==> config.mk <==
export PLATFORM = sky130hd
export DESIGN_NAME = ch_sweep_ctl
export DESIGN_NICKNAME = d
export VERILOG_FILES = /design/src/rtl/ch_sweep_ctl.sv
export SDC_FILE = /design/constraint.sdc
export NUM_CORES = 1
export LEC_CHECK = 0
export CAP_MARGIN = 25
export CORE_ASPECT_RATIO = 1.25
export CORE_UTILIZATION = 33
export CTS_CLUSTER_SIZE = 10
export DETAILED_ROUTE_END_ITERATION = 12
export GPL_TIMING_DRIVEN = 1
export PLACE_DENSITY = 0.56
export SETUP_SLACK_MARGIN = 0.3
export SYNTH_ARGS = -nofsm -noshare
export SYNTH_HDL_FRONTEND = slang
export SYNTH_SLANG_ARGS = --single-unit
==> constraint.sdc <==
create_clock -name clk_i -period 12.1 [get_ports clk_i]
set_clock_uncertainty 0.15 [all_clocks]
set_input_delay 3.63 -clock clk_i [delete_from_list [all_inputs] [get_ports clk_i]]
set_output_delay 3.63 -clock clk_i [all_outputs]
set_load 0.03 [all_outputs]
==> src/rtl/ch_sweep_ctl.sv <==
// ch_sweep_ctl -- per-channel threshold/delay sweep controller.
//
// For every delay-line code the DAC threshold is ramped from 0 in steps of
// th_delta. At each step N comparator samples (taken on rising strobe edges
// while the DAC reports settled) are majority-voted. The first 1->0 vote
// transition is reported as a crossing point; reaching the threshold ceiling
// without one reports a miss point. After each point is accepted the delay
// code advances by dc_delta until it would exceed the delay-code ceiling.
//
// Ports:
//   clk_i, arst_ni                 clock, asynchronous active-low reset
//   stb_i, cmp_out_i               strobe and comparator sample input
//   cfg_wr_i, cfg_*_i              configuration load (only while idle)
//   run_i, abort_i                 sweep start (level) and cancel
//   busy_o, done_o                 activity flag, normal-completion pulse
//   threshold_o, threshold_wre_o   DAC code and write strobe
//   threshold_rdy_i                DAC settled
//   d_code_o                       delay-line code
//   point_valid_o/point_ready_i    result handshake
//   point_v_o, point_t_o,
//   point_miss_o                   result payload
module ch_sweep_ctl #(
  parameter int TH_W             = 16,
  parameter int DC_W             = 10,
  parameter int CNT_W            = 4,
  parameter int DEFAULT_TH_DELTA = 1,
  parameter int DEFAULT_DC_DELTA = 1
) (
  input  logic             clk_i,
  input  logic             arst_ni,
  input  logic             stb_i,
  input  logic             cmp_out_i,
  input  logic             cfg_wr_i,
  input  logic [TH_W-1:0]  cfg_th_delta_i,
  input  logic [DC_W-1:0]  cfg_dc_delta_i,
  input  logic [TH_W-1:0]  cfg_th_max_i,
  input  logic [DC_W-1:0]  cfg_dc_max_i,
  input  logic [CNT_W-1:0] cfg_votes_i,
  input  logic             run_i,
  input  logic             abort_i,
  output logic             busy_o,
  output logic             done_o,
  output logic [TH_W-1:0]  threshold_o,
  output logic             threshold_wre_o,
  input  logic             threshold_rdy_i,
  output logic [DC_W-1:0]  d_code_o,
  output logic             point_valid_o,
  input  logic             point_ready_i,
  output logic [TH_W-1:0]  point_v_o,
  output logic [DC_W-1:0]  point_t_o,
  output logic             point_miss_o
);

  typedef enum logic [2:0] {
    ST_IDLE, ST_SET, ST_WAIT, ST_SAMPLE, ST_EMIT
  } state_e;

  state_e           state_q, state_d;
  logic             stb_prev_q, stb_prev_d;
  logic [TH_W-1:0]  th_delta_q, th_delta_d, th_max_q, th_max_d;
  logic [DC_W-1:0]  dc_delta_q, dc_delta_d, dc_max_q, dc_max_d;
  logic [CNT_W-1:0] votes_q, votes_d;
  logic [TH_W-1:0]  threshold_q, threshold_d;
  logic [DC_W-1:0]  d_code_q, d_code_d;
  logic             wre_q, wre_d, busy_q, busy_d, done_q, done_d;
  logic             valid_q, valid_d;
  logic [TH_W-1:0]  pv_q, pv_d;
  logic [DC_W-1:0]  pt_q, pt_d;
  logic             pmiss_q, pmiss_d;
  logic             prev_valid_q, prev_valid_d, prev_vote_q, prev_vote_d;
  logic [CNT_W-1:0] cnt_q, cnt_d, ones_q, ones_d;
  logic             wait_first_q, wait_first_d;

  logic             stb_rise;
  logic [CNT_W-1:0] eff_votes, cnt_inc, ones_inc;
  logic             vote;
  logic [TH_W:0]    th_sum;
  logic [DC_W:0]    dc_sum;

  // Sums are one bit wider so a step past the ceiling is seen instead of wrapping.
  assign stb_rise  = stb_i & ~stb_prev_q;
  assign eff_votes = (votes_q == '0) ? CNT_W'(1) : votes_q;
  assign cnt_inc   = cnt_q + CNT_W'(1);
  assign ones_inc  = ones_q + CNT_W'(cmp_out_i);
  assign vote      = {ones_inc, 1'b0} > {1'b0, eff_votes};
  assign th_sum    = {1'b0, threshold_q} + {1'b0, th_delta_q};
  assign dc_sum    = {1'b0, d_code_q} + {1'b0, dc_delta_q};

  always_comb begin
    state_d      = state_q;
    stb_prev_d   = stb_i;
    th_delta_d   = th_delta_q;
    th_max_d     = th_max_q;
    dc_delta_d   = dc_delta_q;
    dc_max_d     = dc_max_q;
    votes_d      = votes_q;
    threshold_d  = threshold_q;
    d_code_d     = d_code_q;
    pv_d         = pv_q;
    pt_d         = pt_q;
    pmiss_d      = pmiss_q;
    prev_valid_d = prev_valid_q;
    prev_vote_d  = prev_vote_q;
    cnt_d        = cnt_q;
    ones_d       = ones_q;
    wait_first_d = wait_first_q;
    done_d       = 1'b0;

    unique case (state_q)
      ST_IDLE: begin
        if (cfg_wr_i) begin
          th_delta_d = cfg_th_delta_i;
          dc_delta_d = cfg_dc_delta_i;
          th_max_d   = cfg_th_max_i;
          dc_max_d   = cfg_dc_max_i;
          votes_d    = cfg_votes_i;
        end
        if (run_i) begin
          threshold_d  = '0;
          d_code_d     = '0;
          prev_valid_d = 1'b0;
          state_d      = ST_SET;
        end
      end
      ST_SET: begin
        cnt_d        = '0;
        ones_d       = '0;
        wait_first_d = 1'b1;
        state_d      = ST_WAIT;
      end
      // The DAC only drops rdy a cycle after the write, so skip that cycle.
      ST_WAIT: begin
        if (wait_first_q) begin
          wait_first_d = 1'b0;
        end else if (threshold_rdy_i) begin
          state_d = ST_SAMPLE;
        end
      end
      ST_SAMPLE: begin
        if (stb_rise && threshold_rdy_i) begin
          cnt_d  = cnt_inc;
          ones_d = ones_inc;
          if (cnt_inc == eff_votes) begin
            if (prev_valid_q && prev_vote_q && !vote) begin
              pv_d    = threshold_q;
              pt_d    = d_code_q;
              pmiss_d = 1'b0;
              state_d = ST_EMIT;
            end else begin
              prev_vote_d  = vote;
              prev_valid_d = 1'b1;
              if (th_sum > {1'b0, th_max_q}) begin
                pv_d    = threshold_q;
                pt_d    = d_code_q;
                pmiss_d = 1'b1;
                state_d = ST_EMIT;
              end else begin
                threshold_d = th_sum[TH_W-1:0];
                state_d     = ST_SET;
              end
            end
          end
        end
      end
      ST_EMIT: begin
        if (valid_q && point_ready_i) begin
          if (dc_sum > {1'b0, dc_max_q}) begin
            done_d  = 1'b1;
            state_d = ST_IDLE;
          end else begin
            d_code_d     = dc_sum[DC_W-1:0];
            threshold_d  = '0;
            prev_valid_d = 1'b0;
            state_d      = ST_SET;
          end
        end
      end
      default: state_d = ST_IDLE;
    endcase

    // Abort wins over everything, including a run request seen in idle.
    if (abort_i) begin
      state_d     = ST_IDLE;
      done_d      = 1'b0;
      threshold_d = threshold_q;
      d_code_d    = d_code_q;
    end

    wre_d   = (state_d == ST_SET);
    busy_d  = (state_d != ST_IDLE);
    valid_d = (state_d == ST_EMIT);
  end

  always_ff @(posedge clk_i or negedge arst_ni) begin
    if (!arst_ni) begin
      state_q      <= ST_IDLE;
      stb_prev_q   <= 1'b0;
      th_delta_q   <= TH_W'(DEFAULT_TH_DELTA);
      dc_delta_q   <= DC_W'(DEFAULT_DC_DELTA);
      th_max_q     <= '1;
      dc_max_q     <= '1;
      votes_q      <= CNT_W'(1);
      threshold_q  <= '0;
      d_code_q     <= '0;
      wre_q        <= 1'b0;
      busy_q       <= 1'b0;
      done_q       <= 1'b0;
      valid_q      <= 1'b0;
      pv_q         <= '0;
      pt_q         <= '0;
      pmiss_q      <= 1'b0;
      prev_valid_q <= 1'b0;
      prev_vote_q  <= 1'b0;
      cnt_q        <= '0;
      ones_q       <= '0;
      wait_first_q <= 1'b0;
    end else begin
      state_q      <= state_d;
      stb_prev_q   <= stb_prev_d;
      th_delta_q   <= th_delta_d;
      dc_delta_q   <= dc_delta_d;
      th_max_q     <= th_max_d;
      dc_max_q     <= dc_max_d;
      votes_q      <= votes_d;
      threshold_q  <= threshold_d;
      d_code_q     <= d_code_d;
      wre_q        <= wre_d;
      busy_q       <= busy_d;
      done_q       <= done_d;
      valid_q      <= valid_d;
      pv_q         <= pv_d;
      pt_q         <= pt_d;
      pmiss_q      <= pmiss_d;
      prev_valid_q <= prev_valid_d;
      prev_vote_q  <= prev_vote_d;
      cnt_q        <= cnt_d;
      ones_q       <= ones_d;
      wait_first_q <= wait_first_d;
    end
  end

  assign busy_o          = busy_q;
  assign done_o          = done_q;
  assign threshold_o     = threshold_q;
  assign threshold_wre_o = wre_q;
  assign d_code_o        = d_code_q;
  assign point_valid_o   = valid_q;
  assign point_v_o       = pv_q;
  assign point_t_o       = pt_q;
  assign point_miss_o    = pmiss_q;

endmodule

==> flow_summary_export.csv, run 1 <==
group,metric,value,unit
clock_network,cts-root-buf,"clkbuf_16",
logic_synthesis,netlist_area,7259,sq um
setup_path,critical_path_class,"in2reg",
clock_network,clk_pin_slew_worst_paths,0.05,ns
grt,antenna_found_initial,0,
flow_run,drv_cap,0,
placement,pre_cts_ws,4.757,ns
clock_network,cts_made_buffers,17,
die,die-area,22600,sq um
layout,register_area,3239,sq um
logic_synthesis,synthSimpleGateAreaFrac,11.19,%
layout,drive_gt1_share,18.13,%
setup_path,worstSetupEndpointType,"register",
timing,hold_viol,0,
die,start_util,33.69,%
die,ios,122,
placement,io_buffers,121,
timing,worstMarginPinSlew,0.9691,ns
detailed_routing,drt_first_pass_iters,4,
timing,tns,0,ns
logic_synthesis,async_flop_share,100.0,%
clock_network,clk_latency,0.43,ns
layout,multi_input_area,3716,sq um
pwr,power_density,148.2,nW/um^2
timing,fmax,146.4,MHz
clock_network,cts_resized,0,
setup_path,cp_max_fo,15,
clock_network,cts_tree,"built",
status,outcome,"completed",
grt,grt_usage,16.59,%
clock_network,clkSinkCount,128,
pwr,vdd_drop_max,0.09314,mV
timing,rsz0062_at_grt,"false",
die,core,21550,sq um
detailed_routing,drt_iter0_markers,226,
timing,fin_crit_sh,56.45,%
timing,report.final.slew_viol_count,0,
layout,synthToLayoutAreaGrowth,28.63,%
grt,busiest_layer,"met2",
pwr,p_leak,0.004091,uW
detailed_routing,wl_per_cell,15.89,microns
logic_synthesis,ys_ff_latch,128,
logic_synthesis,syn_area_per_cell,10.75,sq um
timing,fin_crit,6.831,ns
detailed_routing,drt-total-wl,17320,microns
logic_synthesis,netlist_instances,675,
layout,fin_nets,923,
clock_network,post-cts-setup-buffers,0,
grt,met3_usage,3.643,%
die,die_h,167.8,microns
grt,grt_pass1_wl,28910,microns
layout,n_antenna_cell,0,
min_path,worstHoldPathType,"reg2reg",
detailed_routing,vias_per_cell,4.945,
grt,gr-usage-met1,21.56,%
logic_synthesis,synth_compound_area_share,15.44,%
logic_synthesis,yosys.area_share.adder,10.55,%
placement,dp_hpwl,12730,microns
logic_synthesis,synthMuxAreaShare,10.86,%
logic_synthesis,synth_top_family_by_area,"compound AO/OA/AOI/OAI gates",
clock_network,h-tree-depth,4,
die,die_w,134.7,microns
timing,relSlewSlack,35.11,%
logic_synthesis,yosysSeqAreaShare,44.62,%
grt,use_met2,26.78,%
logic_synthesis,netlist-cell-type-count,78,
detailed_routing,ant_nets,0,
logic_synthesis,yosysWarnings,0,
logic_synthesis,synth_xor_area_share,2.930,%
clock_network,clockBufferDepth,2,
setup_path,worst_ep_required_time,12.26,ns
timing,fin_ws,5.269,ns
logic_synthesis,synth_edf_count,0,
placement,place.gp.congestion,0.8113,
setup_path,cp.arrival,6.99,ns
grt,gr-total-overflow,0,
logic_synthesis,syn_nets,800,
detailed_routing,num_vias,5390,
die,fp-row-count,60,
clock_network,hold_buffers,0,
layout,n_fill_cell,2068,
grt,grt_max_degree,82,
detailed_routing,drc,0,
timing,setup_viol_count_final,0,
logic_synthesis,synthFlopType,"dfrtp_1",
setup_path,worstSetupStartpointType,"primary input",
grt,grt_pass1_vias,5489,
## worst max-delay path, stage by stage
cell	delay (ns)
clkdlybuf4s50_1	0.42
ha_1	0.22
ha_1	0.29
ha_1	0.31
a21o_1	0.16
a21oi_1	0.18
o2111ai_1	0.20
and2b_1	0.25
a41oi_4	0.57
buf_4	0.37
mux2_2	0.36
## final timing paths
kind / from / to / cells past startpoint / slack, ns
setup / recovery: cmp_out_i / point_v_o[2] / 11 / 5.27
hold / removal: point_v_o[12] / point_v_o[12] / 1 / 0.35
setup reg to reg: th_delta_q[0] / point_v_o[2] / 17 / 6.92
hold reg to reg: point_v_o[12] / point_v_o[12] / 1 / 0.35
max in group asynchronous: arst_ni / votes_q[2] / 2 / 7.58
min in group asynchronous: arst_ni / point_v_o[3] / 1 / 3.10
## metrics by stage
stage	hold slack (ns)	power (uW)	instance area [sq um]	utilization [%]	cells
after floorplan	0.3192	775.1	7259	-	675
after global placement	0.3404	880.3	8753	40.63	1058
after detailed placement	0.3461	883.3	8753	40.63	1058
after CTS	0.3615	1401	9338	43.34	1090
after global routing	0.3700	1474	9338	43.34	1090
final	0.3546	1384	9338	43.34	1090
## kinds of logic (layout without fill, tap and decap cells)
kind of cell | after synthesis | count (layout)
adder cells (fa/ha/maj) | 60 | 60
AO/OA/AOI/OAI | 154 | 154
multiplexers | 70 | 70
AND/OR/NAND/NOR | 165 | 165
flip-flops | 128 | 128
XOR/XNOR | 21 | 21
buffers and inverters | 77 | 213
## cell type report
cell class / instances / area share (%)
clock buffers: 17 / 4.556
inverters: 57 / 2.291
clock inverters: 15 / 1.702
flip-flops and latches: 128 / 34.69
multi-input cells: 470 / 39.80
repair buffers: 124 / 13.23
well taps: 279 / 3.738
## placed cells by master, fill, tap and decap left out, types with 4 or more instances in the layout
cell             count
dfstp_2             29
inv_1               57
a21o_1               5
xor2_1               6
nand4_1              6
nor2_1              35
a22o_1              14
a21oi_1             22
o21a_1              12
xnor2_1             13
nor2b_1              9
nand2b_1             4
mux2_2              54
mux2i_1             12
o21ai_0             51
a211oi_1             4
mux2_4               4
dfrtp_1             99
ha_1                58
nand3_1             12
clkbuf_16           17
inv_6                5
nand2_1             59
clkdlybuf4s50_1    120
nor3_1              10
## synthesized netlist by cell type (3+ instances only)
| master | n | share of area [%] |
|---|---|---|
| a211o_1 | 3 | 0.36 |
| a211oi_1 | 4 | 0.41 |
| a21o_1 | 5 | 0.52 |
| a21oi_1 | 22 | 1.5 |
| a22o_1 | 14 | 1.7 |
| a311oi_1 | 3 | 0.36 |
| a31oi_1 | 3 | 0.26 |
| and3_1 | 3 | 0.26 |
| buf_2 | 6 | 0.41 |
| clkbuf_1 | 9 | 0.47 |
| dfrtp_1 | 99 | 34 |
| dfstp_2 | 29 | 10 |
| ha_1 | 58 | 10 |
| inv_1 | 57 | 2.9 |
| mux2_2 | 54 | 8.4 |
| mux2_4 | 4 | 0.83 |
| mux2i_1 | 12 | 1.7 |
| nand2_1 | 59 | 3.1 |
| nand2b_1 | 4 | 0.34 |
| nand3_1 | 12 | 0.83 |
| nand3b_1 | 3 | 0.31 |
| nand4_1 | 6 | 0.52 |
| nor2_1 | 35 | 1.8 |
| nor2b_1 | 9 | 0.78 |
| nor3_1 | 10 | 0.69 |
| nor3b_1 | 3 | 0.31 |
| nor4b_1 | 3 | 0.36 |
| o211ai_1 | 3 | 0.31 |
| o21a_1 | 12 | 1.2 |
| o21ai_0 | 51 | 3.5 |
| or3_1 | 3 | 0.26 |
| xnor2_1 | 13 | 1.6 |
| xor2_1 | 6 | 0.72 |
## flip-flops by register name (all words and copies together) (netlist names)
| name | count |
|---|---|
| busy_o | 1 |
| cnt_q | 4 |
| d_code_o | 10 |
| dc_delta_q | 10 |
| dc_max_q | 10 |
| done_o | 1 |
| ones_q | 4 |
| point_miss_o | 1 |
| point_t_o | 10 |
| point_v_o | 16 |
| point_valid_o | 1 |
| prev_valid_q | 1 |
| prev_vote_q | 1 |
| state_q | 3 |
| stb_prev_q | 1 |
| th_delta_q | 16 |
| th_max_q | 16 |
| threshold_o | 16 |
| threshold_wre_o | 1 |
| votes_q | 4 |
| wait_first_q | 1 |
## per-layer routing
layer	vias up	share of wire [%]	wire (microns)
met1	2609	46	7928
li1	2664	-	-
met5	-	0	0
met2	96	49	8479
met4	0	1.7	291
met3	21	3.6	621
## power by group
group          internal, uW  switching (uW)
logic                   162             196
clock network           305             206
registers               488            26.9
Note: power is estimated with default switching activity, not from simulation.
==> run 2: changes to the inputs <==
Clock period 12.1 ns to 6.6 ns, I/O delays scaled along.
==> run 2 against run 1 <==
Flip-flop and latch count did not move. Clock power grew 100%. Final area rose by 0.70%. Sequential power up 83%. Worst hold slack worse by 0.00060 ns. First-iteration DRC count grew 2.2%. Final cell count about the same. Via count fell by 0.46%. Clock-buffer cell count is 1 higher. Register-to-register slack worse by 5.5 ns. Critical path depth stayed put. Combinational power up 83%. Highest routed layer unchanged.
==> flow_summary_export.csv, run 2 (same netlist as run 1, synthesis figures left out) <==
group,metric,value,unit
die,die_w,134.7,microns
clock_network,post-cts-setup-buffers,0,
setup_path,worstSetupEndpointType,"register",
setup_path,critical_path_class,"in2reg",
clock_network,h-tree-depth,4,
clock_network,clk_pin_slew_worst_paths,0.05,ns
clock_network,clk_latency,0.42,ns
layout,fin_nets,924,
die,ios,122,
timing,report.final.slew_viol_count,0,
layout,drive_gt1_share,18.23,%
setup_path,max_stage_delay,0.62,ns
detailed_routing,vias_per_cell,4.918,
clock_network,cts_resized,0,
timing,fin_ws,1.380,ns
setup_path,worst_ep_required_time,6.75,ns
layout,fin_area,9403,sq um
detailed_routing,drt-total-wl,17030,microns
layout,n_fill_cell,2056,
detailed_routing,drc,0,
setup_path,crit_chain,"clkdlybuf4s50_1 > ha_1 > ha_1 > ha_1 > a21o_1 > a21oi_1 > o2111ai_1 > and2b_1 > a41oi_4 > buf_4 > mux2_2",
min_path,worstHoldPathType,"reg2reg",
grt,gr-total-overflow,0,
clock_network,cts_tree,"built",
layout,mostFrequentLayoutCells,"120 x clkdlybuf4s50_1, 99 x dfrtp_1, 59 x nand2_1",
detailed_routing,num_vias,5365,
grt,grt_usage,16.00,%
layout,final_common_cell,"clkdlybuf4s50_1",
pwr,power_density,278.3,nW/um^2
timing,rsz0062_at_grt,"false",
clock_network,cts_made_buffers,17,
grt,grt_max_degree,97,
placement,io_buffers,121,
setup_path,cpMostUsedCell,"ha_1",
timing,setup_viol_count_final,0,
timing,hold_viol,0,
flow_run,drv_cap,0,
detailed_routing,ant_nets,0,
setup_path,worstSetupStartpointType,"primary input",
layout,synthToLayoutAreaGrowth,29.52,%
timing,tns,0,ns
status,outcome,"completed",
placement,dp_hpwl,12530,microns
timing,fmax,191.6,MHz
clock_network,clockBufferDepth,2,
clock_network,clkSinkCount,128,
die,fp-row-count,60,
die,start_util,33.69,%
die,core,21550,sq um
placement,placed_area,8761,sq um
timing,relSlewSlack,39.04,%
die,die_h,167.8,microns
pwr,vdd_drop_max,0.1789,mV
grt,grt_pass1_vias,5504,
grt,grt_pass1_wl,28130,microns
setup_path,cp_max_fo,16,
clock_network,hold_buffers,0,
detailed_routing,drt_first_pass_iters,4,
detailed_routing,wl_per_cell,15.61,microns
clock_network,cts-root-buf,"clkbuf_16",
grt,antenna_found_initial,0,
timing,worstMarginPinSlew,0.9144,ns
setup_path,cp.arrival,5.37,ns
setup_path,crit_path_top_delay_cell,"a41oi_4",
placement,place.gp.congestion,0.7961,
timing,fin_crit_sh,79.09,%
timing,fin_crit,5.220,ns
pwr,p_leak,0.004127,uW
die,die-area,22600,sq um
placement,pre_cts_ws,0.8510,ns
detailed_routing,drt_iter0_markers,231,
layout,n_antenna_cell,0,
-- run 2: cell types whose count changed in the layout (fill, tap and decap cells not counted), sizes merged --
cell	change
buf	+1
bufinv	+2
clkbuf	+1
clkinvlp	-2
inv	-1
-- run 2: path summary, 6_finish.rpt --
path                                     from  slack [ns]  cells after the start            end
worst max-delay path                cmp_out_i        1.38                     11  point_v_o[12]
worst min-delay path              th_max_q[1]        0.35                      2    th_max_q[1]
worst max register to register  th_delta_q[0]        1.38                     17  point_v_o[12]
worst min register to register    th_max_q[1]        0.35                      2    th_max_q[1]
max in group asynchronous             arst_ni        3.78                      2   th_max_q[15]
min in group asynchronous             arst_ni        1.50                      1   point_v_o[4]
-- run 2: critical path, delay by kind of cell --
family                   cells  cell delay, ns
AND/OR/NAND/NOR              1            0.24
buffers and inverters        2            0.81
AO/OA/AOI/OAI                4            1.13
adder cells (fa/ha/maj)      3            0.82
multiplexers                 1            0.36
-- run 2: final cells by class --
type | count | area [sq um] | area share, %
clock buffer | 18 | 439.2 | 4.671
clock inverter | 14 | 202.7 | 2.156
inverter | 57 | 214.0 | 2.275
multi-input combinational | 470 | 3716 | 39.52
sequential | 128 | 3239 | 34.45
tap | 279 | 349.1 | 3.713
timing repair buffer | 125 | 1242 | 13.21
-- run 2: where the power goes --
part,internal (uW),leakage (uW),switching (uW),total (uW)
sequential,895,0.00162,49.2,945
clock,648,0.000312,370,1020
combinational,298,0.00220,356,654
total,1840,0.00413,776,2620
-- run 2: per-stage QoR --
step	std cells	hold WS, ns	utilization, %	total power (uW)
after floorplan	675	0.3192	-	1421
after global placement	1059	0.3387	40.66	1614
after detailed placement	1059	0.3441	40.66	1620
after CTS	1091	0.3576	43.64	2654
after global routing	1091	0.3740	43.64	2775
final	1091	0.3540	43.64	2617
-- run 2: per-layer routing --
layer | share of wire, % | global-route usage, % | vias to the layer above
li1 | - | - | 2665
met2 | 49 | 26.00 | 94
met3 | 4.0 | 3.282 | 24
met1 | 45 | 20.46 | 2582
met4 | 2.3 | 7.035 | 0
met5 | 0 | 0 | -
